<file path="src/rtl/jedro_1_csr_arbiter_pkg.sv">
//------------------------------------------------------------------------------
// Module   : jedro_1_csr_pkg
// Purpose  : Shared types and constants for the jedro_1 CSR arbiter:
//            CSR op encoding, arbiter FSM state encoding, a few machine-mode
//            CSR addresses and the "does this op write" helper.
// Revision : 1.0 - initial release
//------------------------------------------------------------------------------
`default_nettype none

package jedro_1_csr_pkg;

  localparam int DATA_WIDTH = 32;
  localparam int ADDR_WIDTH = 12;
  localparam int NREQ       = 2;

  // Requester op encoding, matching the funct3[1:0] of the csrr* instructions
  // with RO standing in for the "no write" case.
  typedef enum logic [1:0] {
    CSR_RO = 2'b00,
    CSR_RW = 2'b01,
    CSR_RS = 2'b10,
    CSR_RC = 2'b11
  } csr_op_e;

  typedef enum logic [1:0] {
    ST_IDLE  = 2'd0,
    ST_READ  = 2'd1,
    ST_WRITE = 2'd2,
    ST_RESP  = 2'd3
  } csr_arb_state_e;

  localparam logic [ADDR_WIDTH-1:0] CSR_MSCRATCH = 12'h340;
  localparam logic [ADDR_WIDTH-1:0] CSR_MEPC     = 12'h341;
  localparam logic [ADDR_WIDTH-1:0] CSR_MCAUSE   = 12'h342;

  // Set/clear with an all-zero mask must not write (avoids side effects on
  // CSRs with write triggers); RO never writes; RW always writes.
  function automatic logic csr_op_writes(csr_op_e op, logic mask_nz);
    case (op)
      CSR_RW:         return 1'b1;
      CSR_RS, CSR_RC: return mask_nz;
      default:        return 1'b0;
    endcase
  endfunction

endpackage

`default_nettype wire

</file>
<file path="src/rtl/jedro_1_csr_arbiter_if.sv">
//------------------------------------------------------------------------------
// Module   : jedro_1_csr_arbiter_if
// Purpose  : Requester-side bus of the CSR arbiter (request handshake plus
//            shared response bus), one lane per requester.
// Ports    : req_valid_i/req_ready_o  request handshake, per requester
//            req_op_i/addr/wdata       request payload, per requester
//            rsp_valid_o               one-cycle response pulse, per requester
//            rsp_rdata_o/rsp_err_o     shared response data / illegal flag
//            modport master = requester side, slave = arbiter side
// Revision : 1.0 - initial release
//------------------------------------------------------------------------------
`default_nettype none

interface jedro_1_csr_arbiter_if #(
  parameter int DATA_WIDTH = 32,
  parameter int ADDR_WIDTH = 12,
  parameter int NREQ       = 2
);

  logic [NREQ-1:0]                 req_valid_i;
  logic [NREQ-1:0]                 req_ready_o;
  logic [NREQ-1:0][1:0]            req_op_i;
  logic [NREQ-1:0][ADDR_WIDTH-1:0] req_addr_i;
  logic [NREQ-1:0][DATA_WIDTH-1:0] req_wdata_i;
  logic [NREQ-1:0]                 rsp_valid_o;
  logic [DATA_WIDTH-1:0]           rsp_rdata_o;
  logic                            rsp_err_o;

  modport master (
    output req_valid_i, req_op_i, req_addr_i, req_wdata_i,
    input  req_ready_o, rsp_valid_o, rsp_rdata_o, rsp_err_o
  );

  modport slave (
    input  req_valid_i, req_op_i, req_addr_i, req_wdata_i,
    output req_ready_o, rsp_valid_o, rsp_rdata_o, rsp_err_o
  );

endinterface

`default_nettype wire

</file>
<file path="src/rtl/jedro_1_csr_arbiter_rr_arb2.sv">
//------------------------------------------------------------------------------
// Module   : jedro_1_rr_arb2
// Purpose  : Two-input round-robin arbiter. Grant is combinational; the
//            last-grant pointer is registered and only moves on an accepted
//            grant, so it also serves as the owner index of the access.
// Ports    : clk_i, rstn_i  clock, async active-low reset
//            i_valid        request valid per input
//            i_advance      grant is being taken this cycle
//            o_grant        one-hot grant (zero when nothing valid)
//            o_last         index of the most recent grant
// Revision : 1.0 - initial release
//------------------------------------------------------------------------------
`default_nettype none

module jedro_1_rr_arb2 (
  input  logic       clk_i,
  input  logic       rstn_i,
  input  logic [1:0] i_valid,
  input  logic       i_advance,
  output logic [1:0] o_grant,
  output logic       o_last
);

  logic r_last;

  always_comb begin
    o_grant = i_valid;
    // On contention, favour the port that was not served last.
    if (i_valid[0] && i_valid[1]) begin
      o_grant = r_last ? 2'b01 : 2'b10;
    end
  end

  // Reset value 1 makes port 0 the favoured port after reset.
  always_ff @(posedge clk_i or negedge rstn_i) begin
    if (!rstn_i) begin
      r_last <= 1'b1;
    end else if (i_advance && (|i_valid)) begin
      r_last <= o_grant[1];
    end
  end

  assign o_last = r_last;

endmodule

`default_nettype wire

</file>
<file path="src/rtl/jedro_1_csr_arbiter.sv">
//------------------------------------------------------------------------------
// Module   : jedro_1_csr_arbiter
// Purpose  : Shares the CSR file read-modify-write port between the execute
//            stage (port 0) and the debug/host path (port 1). Each access is
//            an atomic IDLE->READ->WRITE->RESP sequence, one per 4 cycles.
// Ports    : clk_i, rstn_i   clock, async active-low reset
//            req_bus         requester handshake/response bus (slave side)
//            csr_re_o        CSR read enable (data returns next cycle)
//            csr_addr_o      CSR address, held through READ and WRITE
//            csr_rdata_i     CSR read data
//            csr_illegal_i   CSR address unimplemented (timed with rdata)
//            csr_we_o        CSR write enable
//            csr_wdata_o     CSR new value
// Revision : 1.0 - initial release
//------------------------------------------------------------------------------
`default_nettype none

module jedro_1_csr_arbiter
  import jedro_1_csr_pkg::*;
#(
  parameter int DATA_WIDTH = 32,
  parameter int ADDR_WIDTH = 12,
  parameter int NREQ       = 2
) (
  input  logic                  clk_i,
  input  logic                  rstn_i,
  jedro_1_csr_arbiter_if.slave  req_bus,
  output logic                  csr_re_o,
  output logic [ADDR_WIDTH-1:0] csr_addr_o,
  input  logic [DATA_WIDTH-1:0] csr_rdata_i,
  input  logic                  csr_illegal_i,
  output logic                  csr_we_o,
  output logic [DATA_WIDTH-1:0] csr_wdata_o
);

  csr_arb_state_e        r_state;
  csr_arb_state_e        w_state_nxt;
  csr_op_e               r_op;
  logic [ADDR_WIDTH-1:0] r_addr;
  logic [DATA_WIDTH-1:0] r_wdata;
  logic [DATA_WIDTH-1:0] r_rdata;
  logic                  r_err;

  logic                  w_idle;
  logic [NREQ-1:0]       w_grant;
  logic                  w_gnt_sel;
  logic                  w_owner;
  logic [DATA_WIDTH-1:0] w_new_val;

  assign w_idle    = (r_state == ST_IDLE);
  assign w_gnt_sel = w_grant[1];

  // The arbiter's last-grant pointer doubles as the latched owner index:
  // it is loaded on the grant and holds until the next one.
  jedro_1_rr_arb2 u_arb (
    .clk_i     (clk_i),
    .rstn_i    (rstn_i),
    .i_valid   (req_bus.req_valid_i),
    .i_advance (w_idle),
    .o_grant   (w_grant),
    .o_last    (w_owner)
  );

  always_ff @(posedge clk_i or negedge rstn_i) begin
    if (!rstn_i) begin
      r_state <= ST_IDLE;
      r_op    <= CSR_RO;
      r_addr  <= '0;
      r_wdata <= '0;
      r_rdata <= '0;
      r_err   <= 1'b0;
    end else begin
      r_state <= w_state_nxt;
      if (w_idle && (|req_bus.req_valid_i)) begin
        r_op    <= csr_op_e'(req_bus.req_op_i[w_gnt_sel]);
        r_addr  <= req_bus.req_addr_i[w_gnt_sel];
        r_wdata <= req_bus.req_wdata_i[w_gnt_sel];
      end
      if (r_state == ST_WRITE) begin
        r_rdata <= csr_rdata_i;
        r_err   <= csr_illegal_i;
      end
    end
  end

  always_comb begin
    w_state_nxt         = r_state;
    req_bus.req_ready_o = '0;
    req_bus.rsp_valid_o = '0;
    req_bus.rsp_rdata_o = '0;
    req_bus.rsp_err_o   = 1'b0;
    csr_re_o            = 1'b0;
    csr_addr_o          = '0;
    csr_we_o            = 1'b0;
    csr_wdata_o         = '0;
    w_new_val           = '0;

    case (r_state)
      ST_IDLE: begin
        if (|req_bus.req_valid_i) begin
          req_bus.req_ready_o = w_grant;
          w_state_nxt         = ST_READ;
        end
      end
      ST_READ: begin
        csr_re_o    = 1'b1;
        csr_addr_o  = r_addr;
        w_state_nxt = ST_WRITE;
      end
      ST_WRITE: begin
        csr_addr_o = r_addr;
        case (r_op)
          CSR_RW:  w_new_val = r_wdata;
          CSR_RS:  w_new_val = csr_rdata_i | r_wdata;
          CSR_RC:  w_new_val = csr_rdata_i & ~r_wdata;
          default: w_new_val = csr_rdata_i;
        endcase
        csr_we_o    = !csr_illegal_i && csr_op_writes(r_op, |r_wdata);
        csr_wdata_o = csr_we_o ? w_new_val : '0;
        w_state_nxt = ST_RESP;
      end
      ST_RESP: begin
        req_bus.rsp_valid_o[w_owner] = 1'b1;
        // An illegal access must not leak whatever the CSR file drove.
        req_bus.rsp_rdata_o = r_err ? '0 : r_rdata;
        req_bus.rsp_err_o   = r_err;
        w_state_nxt         = ST_IDLE;
      end
      default: w_state_nxt = ST_IDLE;
    endcase
  end

endmodule

`default_nettype wire

</file>
<file path="src/flat_wrapper.sv">
// flat-port wrapper written by rule: the top's interface ports become plain ports
module jedro_1_csr_arbiter_flat import jedro_1_csr_pkg::*;
#(
  parameter int DATA_WIDTH = 32,
  parameter int ADDR_WIDTH = 12,
  parameter int NREQ       = 2
)
  (clk_i, rstn_i, csr_re_o, csr_addr_o, csr_rdata_i, csr_illegal_i, csr_we_o, csr_wdata_o, req_bus_req_valid_i, req_bus_req_op_i, req_bus_req_addr_i, req_bus_req_wdata_i, req_bus_req_ready_o, req_bus_rsp_valid_o, req_bus_rsp_rdata_o, req_bus_rsp_err_o);
  jedro_1_csr_arbiter_if #(.DATA_WIDTH(DATA_WIDTH), .ADDR_WIDTH(ADDR_WIDTH), .NREQ(NREQ)) req_bus_i ();
  input  logic clk_i;
  input  logic rstn_i;
  output logic csr_re_o;
  output logic [ADDR_WIDTH-1:0] csr_addr_o;
  input  logic [DATA_WIDTH-1:0] csr_rdata_i;
  input  logic csr_illegal_i;
  output logic csr_we_o;
  output logic [DATA_WIDTH-1:0] csr_wdata_o;
  input wire logic [$bits(req_bus_i.req_valid_i)-1:0] req_bus_req_valid_i;
  input wire logic [$bits(req_bus_i.req_op_i)-1:0] req_bus_req_op_i;
  input wire logic [$bits(req_bus_i.req_addr_i)-1:0] req_bus_req_addr_i;
  input wire logic [$bits(req_bus_i.req_wdata_i)-1:0] req_bus_req_wdata_i;
  output wire logic [$bits(req_bus_i.req_ready_o)-1:0] req_bus_req_ready_o;
  output wire logic [$bits(req_bus_i.rsp_valid_o)-1:0] req_bus_rsp_valid_o;
  output wire logic [$bits(req_bus_i.rsp_rdata_o)-1:0] req_bus_rsp_rdata_o;
  output wire logic [$bits(req_bus_i.rsp_err_o)-1:0] req_bus_rsp_err_o;
  assign req_bus_i.req_valid_i = req_bus_req_valid_i;
  assign req_bus_i.req_op_i = req_bus_req_op_i;
  assign req_bus_i.req_addr_i = req_bus_req_addr_i;
  assign req_bus_i.req_wdata_i = req_bus_req_wdata_i;
  assign req_bus_req_ready_o = req_bus_i.req_ready_o;
  assign req_bus_rsp_valid_o = req_bus_i.rsp_valid_o;
  assign req_bus_rsp_rdata_o = req_bus_i.rsp_rdata_o;
  assign req_bus_rsp_err_o = req_bus_i.rsp_err_o;
  jedro_1_csr_arbiter #(.DATA_WIDTH(DATA_WIDTH), .ADDR_WIDTH(ADDR_WIDTH), .NREQ(NREQ)) u_core (.clk_i(clk_i), .rstn_i(rstn_i), .req_bus(req_bus_i), .csr_re_o(csr_re_o), .csr_addr_o(csr_addr_o), .csr_rdata_i(csr_rdata_i), .csr_illegal_i(csr_illegal_i), .csr_we_o(csr_we_o), .csr_wdata_o(csr_wdata_o));
endmodule
</file>
<file path="config.mk">
export PLATFORM = sky130hd
export DESIGN_NAME = jedro_1_csr_arbiter_flat
export DESIGN_NICKNAME = d
export VERILOG_FILES = /design/src/rtl/jedro_1_csr_arbiter_pkg.sv /design/src/rtl/jedro_1_csr_arbiter_if.sv /design/src/rtl/jedro_1_csr_arbiter_rr_arb2.sv /design/src/rtl/jedro_1_csr_arbiter.sv /design/src/flat_wrapper.sv
export SDC_FILE = /design/constraint.sdc
export NUM_CORES = 1
export LEC_CHECK = 0
export BUFFER_PORTS_ARGS = -buffer_cell sky130_fd_sc_hd__buf_2
export CAP_MARGIN = 20
export CORE_MARGIN = 2
export CORE_UTILIZATION = 40
export DETAILED_ROUTE_END_ITERATION = 6
export PLACE_DENSITY = 0.7
export SYNTH_ARGS = -nofsm -noshare
export SYNTH_HDL_FRONTEND = slang
export SYNTH_SLANG_ARGS = --single-unit
</file>
<file path="constraint.sdc">
create_clock -name clk_i -period 2.46 [get_ports clk_i]
set_input_delay 0.615 -clock clk_i [delete_from_list [all_inputs] [get_ports clk_i]]
set_output_delay 0.615 -clock clk_i [all_outputs]
set_load 0.03 [all_outputs]
</file>
==> results.yml <==
global_route:
  grt_pass1_wl_um: 21200
  antenna_found_initial: 0
  grt_overflow: 0
  gr-usage-all-layers_pct: 20.9
  grt_start_max_net_pins: 61
  grt_pass1_vias: 4403
finish:
  nNetsFinal: 855
  layout_commonest_cell: "buf_2"
  diodes: 0
  mostFrequentLayoutCells: "177 x buf_2, 80 x dfrtp_1, 78 x mux2i_1, 50 x nand2_1, 47 x and2_1"
  drive_gt1_share_pct: 46.8
  nFillCells: 1038
  area_growth_pct: 44.3
  utilization_pct: 58.4
timing:
  holdWs_ps: 132
  period_minus_slack_ps: 2710
  fin_ws_ps: -254
  setup_viol: 33
  hold_viol_final: 0
  rsz0062_at_grt: "true"
  final_max_slew_viol_count: 0
  worstMarginPinSlew_ps: 501
  timing.final.crit_share_pct: 110
  maxSlewHeadroom_pct: 66.6
  skew_ps: 5.67
  max_freq_mhz: 368
placed_design:
  hpwlAfterDp_um: 9840
  place.gp.congestion: 0.804
  io_buffers: 211
critical_path:
  cp_slowest_cell: "dfrtp_1"
  start_kind: "flop"
  cp_num_buf_inv: 3
  end_kind: "primary output"
  required_ps: 1850
  path_common_cell: "buf_6"
  crit_family: "simple AND/OR/NAND/NOR gates"
  crit_chain: "nor4_2 > nand4_1 > o311ai_4 > buf_6 > buf_12 > nor2_4 > buf_6"
  slowest_delay_ps: 380
  critical_path_class: "reg -> out"
  cp.arrival_ps: 2100
  crit_fanout: 7
yosys:
  synth-edff-count: 0
  ys_ff_latch: 82
  async_flop_share_pct: 100
  yosysWarnings: 0
  synthCells: 503
  synth_top_area_share_pct: 42.0
  synth_flop_cell: "dfrtp_1"
  syn_area_um2: 4820
  syn_area_per_cell_um2: 9.59
  syn_nets: 636
  yosys.area.top_type: "dfrtp_1"
  synth.yosys.seq_area_share_pct: 42.6
  synth_cell_types: 29
  synth_top_cells_by_area: "dfrtp_1 42%, mux2i_1 16%, mux2_2 7.7%"
power:
  netSwitchingFraction_pct: 43.1
  p_sw_mw: 3.73
  power.density_nw_per_um2: 1240
  leakage_nw: 3.53
  intPower_mw: 4.92
  power_frac_clock_pct: 15.9
  seq_power_share_pct: 29.6
  pwr-share-comb_pct: 54.5
  ir_drop_mv: 0.923
clock_tree:
  clk_latency_ps: 330
  cts_buffer_depth: 2
  clkTransAtPathRegs_ps: 60
  cts_tree: "yes"
  cts_root_buf: "clkbuf_16"
  htreeDepth: 3
  postCtsHoldBufs: 0
  cts.sinks: 82
  cts_buffers: 9
worst_hold_path:
  hold_path_class: "in -> async"
floorplan:
  die_x_um: 114
  placement_rows: 40
  die_height_um: 114
  coreArea_um2: 11900
  initial_core_util_pct: 40.5
  die_area_um2: 12900
  pin_count: 212
route:
  drt-vias-per-instance: 5.02
  ant_nets: 0
  route.detailed.drc: 0
  wl_per_cell_um: 15.6
  wl_um: 13700
  dr.first_iter.drc_count: 199
  vias: 4391
  dr.pass1.iters: 4
status:
  violations: "negative setup slack"
  status: "finished with violations"
run:
  maxCapViolations: 0
## metal layers
metal / GRT usage [%] / part of all wire (%)
met2: 36.0 / 50
met3: 4.36 / 6.1
met4: 6.59 / 1.8
met5: 0 / 0
met1: 26.5 / 43
## power groups by stage
| stage | clock, mW | combinational [mW] | sequential, mW |
|---|---|---|---|
| detailed placement | 0 | 4.22 | 2.55 |
| global placement | 0 | 4.13 | 2.50 |
| global route | 1.48 | 5.13 | 2.66 |
| finish | 1.38 | 4.71 | 2.56 |
| floorplan | 0 | 3.04 | 2.44 |
| CTS | 1.41 | 4.48 | 2.54 |
## cell families after synthesis
group | after synthesis | synth area share [%]
DFF | 82 | 42.6
and+or+nand+nor | 147 | 14.7
muxes | 111 | 23.9
buffers and inverters | 74 | 6.69
AOI/OAI and AO/OA | 85 | 11.1
adders and majority gates | 4 | 1.04
## cell usage after synthesis (5+ instances only)
cell type	number
mux2_2	33
nand2_1	50
and2_1	47
nor2_1	36
buf_2	6
mux2i_1	78
clkbuf_1	22
dfrtp_1	81
o21ai_0	43
o21ai_1	5
inv_1	36
nor4_1	6
a22oi_1	32
## state kept, by name (all words and copies together), names as in the netlist
register,cells
u_core.r_rdata,32
u_core.r_wdata,32
u_core.r_addr,12
u_core.r_op,2
u_core.r_state,2
u_core.r_err,1
u_core.u_arb.o_last,1
## per-stage QoR
step	worst slack, ps	instance area [um2]	std cells	TNS [ps]	power, mW
after floorplan	285	4820	503	0	5.48
after global placement	-3.89	6110	848	-15.8	6.63
after detailed placement	-35.7	6110	848	-314	6.77
after CTS	-228	6690	871	-7130	8.43
after global routing	-334	6960	874	-10640	9.27
final	-254	6960	874	-7850	8.65
## cell type report
class                      count  area, um2  share of cell area (%)
multi-input combinational    347       2660                    38.3
sequential                    82       2050                    29.5
timing repair buffer         246       1610                    23.2
clock buffer                  14        274                    3.94
tap                          147        184                    2.64
inverter                      36        135                    1.94
clock inverter                 2       35.0                   0.504
## path summary, 6_finish.rpt
kind,startpoint,cells past startpoint,slack [ps],end
hold / removal,rstn_i,1,130,u_core.r_rdata[17]
setup / recovery,u_core.r_wdata[28],7,-250,csr_wdata_o[28]
setup reg to reg,u_core.r_state[0],4,730,u_core.r_rdata[15]
min in group clk_i,u_core.r_addr[7],2,480,u_core.r_addr[7]
max in group asynchronous,rstn_i,2,1670,u_core.u_arb.o_last
hold reg to reg,u_core.r_addr[7],2,480,u_core.r_addr[7]
## repair_timing
action                                  4_1_cts  5_1_grt
buffers inserted                              6        2
resized for setup                            71       61
cloned                                        1        1
endpoints found under the setup margin       33       54
pin swaps                                     3       16
Note: power is estimated with default switching activity, not from simulation.
